===== src/rtl/decred_regbank_pkg.sv =====
// ---------------------------------------------------------------------------
// decred_regbank_pkg: shared register map, CONTROL bit indices and sizes for
// the decred control register file.                               Rev 1.0
// ---------------------------------------------------------------------------
`default_nettype none

package decred_regbank_pkg;

  localparam int MACRO_AW      = 6;
  localparam int RD_PIPE_DEPTH = 2;
  localparam int CTRL_W        = 6;

  localparam logic [7:0] ADDR_MACRO_ADDR = 8'h00;
  localparam logic [7:0] ADDR_MACRO_DATA = 8'h01;
  localparam logic [7:0] ADDR_SEL_STAT   = 8'h02;
  localparam logic [7:0] ADDR_CONTROL    = 8'h03;
  localparam logic [7:0] ADDR_SPI_ADDR   = 8'h04;
  localparam logic [7:0] ADDR_SEL_ID     = 8'h05;
  localparam logic [7:0] ADDR_MACRO_INFO = 8'h06;
  localparam logic [7:0] ADDR_PERF0      = 8'h07;
  localparam logic [7:0] ADDR_PERF1      = 8'h08;
  localparam logic [7:0] ADDR_PERF2      = 8'h09;
  localparam logic [7:0] ADDR_PERF3      = 8'h0A;
  localparam logic [7:0] ADDR_IRQ_MASK   = 8'h0B;
  localparam logic [7:0] ADDR_IRQ_CLEAR  = 8'h0C;

  localparam int CTRL_HASH_EN  = 0;
  localparam int CTRL_AUTOINC  = 1;
  localparam int CTRL_PERF_RUN = 2;
  localparam int CTRL_LED      = 3;
  localparam int CTRL_HCLK_RST = 4;
  localparam int CTRL_ID       = 5;
  localparam int CTRL_PERF_CLR = 6;

  function automatic logic is_macro_addr(input logic [7:0] a);
    return a[7:6] == 2'b10;
  endfunction

endpackage

`default_nettype wire


===== src/rtl/decred_irq_ctrl.sv =====
// ---------------------------------------------------------------------------
// decred_irq_ctrl: rising-edge detect, sticky status with write-1-to-clear,
// mask and registered interrupt output.                           Rev 1.0
// ---------------------------------------------------------------------------
`default_nettype none

module decred_irq_ctrl #(
  parameter int NUM_MACROS = 4
) (
  input  logic                  M1_CLK,
  input  logic                  RST,
  input  logic [NUM_MACROS-1:0] irq_in,
  input  logic                  mask_we,
  input  logic                  clr_we,
  input  logic [NUM_MACROS-1:0] wdata,
  output logic [NUM_MACROS-1:0] status,
  output logic [NUM_MACROS-1:0] mask,
  output logic                  irq_out
);

  logic [NUM_MACROS-1:0] r_irq_d;
  logic [NUM_MACROS-1:0] r_status;
  logic [NUM_MACROS-1:0] r_mask;
  logic                  r_irq;
  logic [NUM_MACROS-1:0] w_rise;
  logic [NUM_MACROS-1:0] w_clr;

  assign w_rise = irq_in & ~r_irq_d;
  assign w_clr  = clr_we ? wdata : '0;

  always_ff @(posedge M1_CLK) begin
    if (RST) begin
      r_irq_d  <= '0;
      r_status <= '0;
      r_mask   <= '0;
      r_irq    <= 1'b0;
    end else begin
      r_irq_d  <= irq_in;
      // a new edge in the same cycle as its clear keeps the bit set
      r_status <= (r_status & ~w_clr) | w_rise;
      if (mask_we) r_mask <= wdata;
      r_irq    <= |(r_status & r_mask);
    end
  end

  assign status  = r_status;
  assign mask    = r_mask;
  assign irq_out = r_irq;

endmodule

`default_nettype wire


===== src/rtl/decred_ctrl_regfile.sv =====
// ---------------------------------------------------------------------------
// decred_ctrl_regfile: host register bank and hash-macro sequencer with a
// two-stage read pipeline. Optional perf counter: DECRED_PERF_CTR_EN. Rev 1.0
// ---------------------------------------------------------------------------
`default_nettype none

module decred_ctrl_regfile
  import decred_regbank_pkg::*;
#(
  parameter int         NUM_MACROS = 4,
  parameter int         DATA_WIDTH = 8,
  parameter int         ADDR_WIDTH = 8,
  parameter logic [7:0] ID_VALUE   = 8'h12
) (
  input  logic                  M1_CLK,
  input  logic                  RST,
  input  logic [ADDR_WIDTH-1:0] host_addr,
  input  logic [DATA_WIDTH-1:0] host_wdata,
  input  logic                  host_wr,
  input  logic                  host_rd,
  output logic [DATA_WIDTH-1:0] host_rdata,
  output logic                  host_rvalid,
  output logic                  macro_hash_en,
  output logic [NUM_MACROS-1:0] macro_wr_sel,
  output logic [NUM_MACROS-1:0] macro_rd_sel,
  output logic [MACRO_AW-1:0]   macro_addr,
  output logic [DATA_WIDTH-1:0] macro_wdata,
  input  logic [DATA_WIDTH-1:0] macro_rdata,
  input  logic [NUM_MACROS-1:0] macro_irq,
  output logic                  led_out,
  output logic                  hash_clock_reset,
  output logic                  id_out,
  output logic [6:0]            spi_addr,
  output logic                  irq_out
);

  logic [MACRO_AW-1:0]      r_maddr;
  logic [NUM_MACROS-1:0]    r_rd_sel;
  logic [NUM_MACROS-1:0]    r_wr_sel;
  logic [CTRL_W-1:0]        r_ctrl;
  logic [7:0]               r_spi_addr;
  logic                     r_wr_act;
  logic [NUM_MACROS-1:0]    r_wr_pulse;
  logic [MACRO_AW-1:0]      r_waddr;
  logic [DATA_WIDTH-1:0]    r_wdata;
  logic [RD_PIPE_DEPTH-1:0] r_vld;
  logic                     r_s1_mac;
  logic [MACRO_AW-1:0]      r_s1_addr;
  logic [DATA_WIDTH-1:0]    r_s1_data;
  logic [DATA_WIDTH-1:0]    r_rdata;
  logic [DATA_WIDTH-1:0]    w_local;
  logic [NUM_MACROS-1:0]    w_irq_status;
  logic [NUM_MACROS-1:0]    w_irq_mask;
  logic                     w_rd;

  // a simultaneous write takes the slot; the read is dropped
  assign w_rd = host_rd & ~host_wr;

  always_ff @(posedge M1_CLK) begin
    if (RST) begin
      r_maddr    <= '0;
      r_rd_sel   <= '0;
      r_wr_sel   <= '0;
      r_ctrl     <= '0;
      r_spi_addr <= '0;
      r_wr_act   <= 1'b0;
      r_wr_pulse <= '0;
      r_waddr    <= '0;
      r_wdata    <= '0;
    end else begin
      r_wr_act   <= 1'b0;
      r_wr_pulse <= '0;
      r_wdata    <= '0;
      if (host_wr) begin
        case (host_addr)
          ADDR_MACRO_ADDR: r_maddr <= host_wdata[MACRO_AW-1:0];
          ADDR_MACRO_DATA: begin
            r_wr_act   <= 1'b1;
            r_wr_pulse <= r_wr_sel;
            r_waddr    <= r_maddr;
            r_wdata    <= host_wdata;
            if (r_ctrl[CTRL_AUTOINC]) r_maddr <= r_maddr + MACRO_AW'(1);
          end
          ADDR_SEL_STAT:   r_rd_sel   <= host_wdata[NUM_MACROS-1:0];
          ADDR_CONTROL:    r_ctrl     <= host_wdata[CTRL_W-1:0];
          ADDR_SPI_ADDR:   r_spi_addr <= host_wdata;
          ADDR_SEL_ID:     r_wr_sel   <= host_wdata[NUM_MACROS-1:0];
          default: ;
        endcase
      end
    end
  end

`ifdef DECRED_PERF_CTR_EN
  logic [31:0] r_perf;
  logic [31:0] r_snap;
  logic        w_perf_clr;

  assign w_perf_clr = host_wr && (host_addr == ADDR_CONTROL) && host_wdata[CTRL_PERF_CLR];

  always_ff @(posedge M1_CLK) begin
    if (RST) begin
      r_perf <= '0;
      r_snap <= '0;
    end else begin
      if (w_perf_clr)                 r_perf <= '0;
      else if (r_ctrl[CTRL_PERF_RUN]) r_perf <= r_perf + 32'd1;
      if (w_rd && (host_addr == ADDR_PERF0)) r_snap <= r_perf;
    end
  end
`endif

  always_comb begin
    w_local = '0;
    case (host_addr)
      ADDR_MACRO_ADDR: w_local = DATA_WIDTH'(r_maddr);
      ADDR_SEL_STAT:   w_local[NUM_MACROS-1:0] = w_irq_status;
      ADDR_CONTROL:    w_local[CTRL_W-1:0] = r_ctrl;
      ADDR_SPI_ADDR:   w_local = r_spi_addr;
      ADDR_SEL_ID:     w_local = ID_VALUE;
      ADDR_MACRO_INFO: w_local = {4'(NUM_MACROS), 4'h0};
`ifdef DECRED_PERF_CTR_EN
      ADDR_PERF0:      w_local = r_perf[7:0];
      ADDR_PERF1:      w_local = r_snap[15:8];
      ADDR_PERF2:      w_local = r_snap[23:16];
      ADDR_PERF3:      w_local = r_snap[31:24];
`else
      ADDR_PERF0, ADDR_PERF1, ADDR_PERF2, ADDR_PERF3: w_local = '0;
`endif
      ADDR_IRQ_MASK:   w_local[NUM_MACROS-1:0] = w_irq_mask;
      default: ;
    endcase
  end

  // stage 1 drives the macro bus, stage 2 presents the data
  always_ff @(posedge M1_CLK) begin
    if (RST) begin
      r_vld     <= '0;
      r_s1_mac  <= 1'b0;
      r_s1_addr <= '0;
      r_s1_data <= '0;
      r_rdata   <= '0;
    end else begin
      r_vld     <= {r_vld[RD_PIPE_DEPTH-2:0], w_rd};
      r_s1_mac  <= w_rd && is_macro_addr(host_addr);
      r_s1_addr <= host_addr[MACRO_AW-1:0];
      r_s1_data <= w_local;
      r_rdata   <= r_vld[0] ? (r_s1_mac ? macro_rdata : r_s1_data) : '0;
    end
  end

  decred_irq_ctrl #(
    .NUM_MACROS (NUM_MACROS)
  ) u_irq (
    .M1_CLK  (M1_CLK),
    .RST     (RST),
    .irq_in  (macro_irq),
    .mask_we (host_wr && (host_addr == ADDR_IRQ_MASK)),
    .clr_we  (host_wr && (host_addr == ADDR_IRQ_CLEAR)),
    .wdata   (host_wdata[NUM_MACROS-1:0]),
    .status  (w_irq_status),
    .mask    (w_irq_mask),
    .irq_out (irq_out)
  );

  assign host_rdata       = r_rdata;
  assign host_rvalid      = r_vld[RD_PIPE_DEPTH-1];
  assign macro_wr_sel     = r_wr_pulse;
  assign macro_wdata      = r_wdata;
  assign macro_rd_sel     = r_rd_sel;
  assign macro_addr       = r_wr_act ? r_waddr : (r_s1_mac ? r_s1_addr : r_maddr);
  assign macro_hash_en    = r_ctrl[CTRL_HASH_EN];
  assign led_out          = r_ctrl[CTRL_LED];
  assign hash_clock_reset = r_ctrl[CTRL_HCLK_RST];
  assign id_out           = r_ctrl[CTRL_ID];
  assign spi_addr         = r_spi_addr[6:0];

endmodule

`default_nettype wire


===== config.mk =====
export PLATFORM = sky130hd
export DESIGN_NAME = decred_ctrl_regfile
export DESIGN_NICKNAME = d
export VERILOG_FILES = /design/src/rtl/decred_regbank_pkg.sv /design/src/rtl/decred_irq_ctrl.sv /design/src/rtl/decred_ctrl_regfile.sv
export SDC_FILE = /design/constraint.sdc
export NUM_CORES = 1
export LEC_CHECK = 0
export CAP_MARGIN = 10
export CORE_MARGIN = 3
export CORE_UTILIZATION = 50
export CTS_CLUSTER_DIAMETER = 150
export DETAILED_ROUTE_END_ITERATION = 12
export GPL_TIMING_DRIVEN = 1
export PLACE_DENSITY_LB_ADDON = 0.2
export SLEW_MARGIN = 5
export SYNTH_ARGS = -nofsm -noshare
export SYNTH_HDL_FRONTEND = slang
export SYNTH_HIERARCHICAL = 1
export SYNTH_SLANG_ARGS = --single-unit

===== constraint.sdc =====
create_clock -name M1_CLK -period 2.2 [get_ports M1_CLK]
set_clock_uncertainty 0.15 [all_clocks]
set_input_delay 0.44 -clock M1_CLK [delete_from_list [all_inputs] [get_ports M1_CLK]]
set_output_delay 0.44 -clock M1_CLK [all_outputs]
set_load 0.03 [all_outputs]

==> metrics <==
status=finished, final reports clean; CP max stage delay=600 ps; htree depth=3; Worst Setup End Kind=flop; WL/cell=15.5 microns; Synth Warn #=6; Hold Path Origin=RST; Top delay family on crit path=simple AND/OR/NAND/NOR gates; sequential share of the synthesized area=0.476; DIE HEIGHT=90.6 microns; final worst-path setup slack=122 ps; Tcrit/Tclk final=0.944; Worst R2R End=r_s1_data[1]; Max Fclk=0.481 GHz; Mapped Cells=367; number of synthesized flops with an enable pin=0; clk sink count=85; number of cell rows=30; WP buf/inv=2; worst vdd ir=0.469 mV; CTS tree=built; CORE AREA=6870 sq um; DRC viols=0; maxcap violations=0; total power=0.00278 W; Critical R2R Launch=r_maddr[1]; count of different cell masters after synthesis=53; fin nets=504; largest net degree at the start of global routing=27; final hold violations=0; GRT Resource Usage Total=0.227; Clock Tree Root=clkbuf_8; HPWL Detailed=6590 microns; Area Growth Syn to Fin=34.5%; top cells by count, synth=dfxtp_1, nor2_1, mux2i_1; switching share of power=0.247; routability-driven placement congestion ratio=0.854; Seq pwr share=0.563; R2R setup slack=590 ps; vias in the first global route=2949; clock power share=0.351; Slew Limit Fails=0; power share of the combinational group=0.086; layout cells sized above 1=0.191; post-DR vias/cell=5.09; slowest library cell on the worst path=or4_4; wire length of the first global-routing pass=14800 microns; Clock transition at path regs=80 ps; CP startpoint kind=primary input; Post-CTS Setup Bufs=0; RSZ-0062 raised after global routing=false; post-cts sizing count=0; die area=8210 sq um; antenna cells=0; I/O pin count=75; Initial Util=0.521; syn nets=400; Cell Chain, Critical Path=clkdlybuf4s50_1 -> or4_4 -> nor4_4 -> buf_4 -> mux2i_1 -> nor2_1; WS Path Type=primary input to flop; most common cell in the synthesized netlist=dfxtp_1; Net Switching=0.000685 W; syn avg cell area=9.75 sq um; Pre-antenna DRT Iters=4; post-layout min period=2080 ps; CTS max path bufs=2; Leakage=1.93 nW; Vias=2913; CTS buffer count=9; Hold WS=302 ps; DIE WIDTH=90.6 microns; WP data required=2300 ps; top_reg_cell synth=dfxtp_1; crit path max fanout=4; synthesized area=3580 sq um; grt ovf=0; power per cell area=577 nW/um^2; Int Pwr=0.00209 W; Slew @ Worst Pin=452 ps; hold endpoint=r_ctrl[2]; synthesized flop and latch total=85; Slew HR=0.694; pre-CTS WS=-244 ps; Synth area leaders=dfxtp_1, mux2i_1, nor2_1, and2_1, a21oi_1; worst r2r path cells=4; Stages on worst setup path=6; IO buf count=74; post-route antenna net violation count=0; worst hold path cell count=2; Setup-failing EPs final=0; Finished Core Util=0.701; initial antenna violation count=0; initial DRC count=145; Synth top area share=0.476; final WL=8850 microns; clk_lat worst skew=360 ps; Post-CTS Hold Fix Bufs=0; Async SR Flop Fraction=0; TNS Setup=0 ps; hold crit path type=primary input to flop; WP data arrival=2180 ps; Yosys top cell by area=dfxtp_1
==> routing by layer <==
layer  track usage  routed length, microns  vias to the layer above
met5             0                       0                        -
met4        0.0791                     123                        0
met3        0.0592                     461                       11
met2         0.354                    4050                       82
met1         0.305                    4220                     1343
li1              -                       -                     1477
==> how the worst max path moves through the flow <==
stage | from | slack, ps | end
floorplan | r_s1_mac | 0.9 | macro_addr[3]
global placement | host_addr[0] | -290 | u_irq/status[0]
detailed placement | host_addr[0] | -240 | u_irq/status[3]
CTS | host_addr[0] | 120 | u_irq/status[3]
global route | host_addr[5] | 10 | r_maddr[4]
finish | host_addr[5] | 120 | r_wr_sel[0]
==> cell usage in the layout, fill, tap and decap left out, types with 3 or more instances in the layout <==
| cell type | count |
|---|---|
| a22o_1 | 3 |
| nor2b_1 | 11 |
| nand2_1 | 22 |
| nor3_1 | 3 |
| a22oi_1 | 6 |
| inv_1 | 6 |
| or2b_1 | 4 |
| mux2i_1 | 41 |
| clkinv_2 | 3 |
| mux2_2 | 4 |
| o32ai_1 | 3 |
| o21ai_0 | 11 |
| nand3_1 | 15 |
| a21oi_2 | 4 |
| clkdlybuf4s50_1 | 67 |
| clkbuf_8 | 9 |
| buf_4 | 52 |
| clkinv_4 | 3 |
| a21oi_1 | 17 |
| and2_1 | 13 |
| a21bo_1 | 4 |
| dfxtp_1 | 85 |
| nor2_1 | 43 |
| nand2b_1 | 4 |
==> flip-flops by register name, summed over array words and instances (netlist names), 2 cells and up <==
signal	count
u_irq/mask	4
host_rdata	8
r_vld	2
macro_rd_sel	4
r_s1_addr	6
u_irq/status	4
r_maddr	6
r_s1_data	8
r_ctrl	6
r_waddr	6
macro_wdata	8
r_wr_sel	4
macro_wr_sel	4
u_irq/r_irq_d	4
r_spi_addr	8
==> layout make-up <==
| class | count | area [sq um] |
|---|---|---|
| Clock buffer | 9 | 124 |
| Clock inverter | 7 | 50.0 |
| Fill cell | 563 | 2060 |
| Inverter | 6 | 22.5 |
| Multi-Input combinational cell | 247 | 1690 |
| Sequential cell | 85 | 1700 |
| Tap cell | 96 | 120 |
| Timing Repair Buffer | 122 | 1110 |
==> power groups by stage <==
stage	clock network [W]	logic, W	registers (W)
2_1_floorplan	0	0.000102	0.00160
3_3_place_gp	0	0.000235	0.00160
3_5_place_dp	0	0.000238	0.00160
4_1_cts	0.00100	0.000240	0.00156
5_1_grt	0.00107	0.000259	0.00157
6_report	0.000974	0.000240	0.00156
==> through the flow <==
stage               std cells  cell area, sq um
floorplan                 367              3580
global placement          556              4640
detailed placement        556              4640
CTS                       572              4810
global route              572              4810
finish                    572              4810
==> cells by family (layout without fill, tap and decap cells) <==
| kind of cell | after synthesis | count (layout) | synth area share |
|---|---|---|---|
| xor gates and xnor gates | 1 | 1 | 0.00245 |
| AOI/OAI and AO/OA | 59 | 59 | 0.116 |
| and+or+nand+nor | 141 | 141 | 0.221 |
| DFF | 85 | 85 | 0.476 |
| buffers and inverters | 35 | 144 | 0.0535 |
| muxes | 45 | 45 | 0.127 |
| adders and majority gates | 1 | 1 | 0.00350 |
Power figures use the tool's default switching activity.
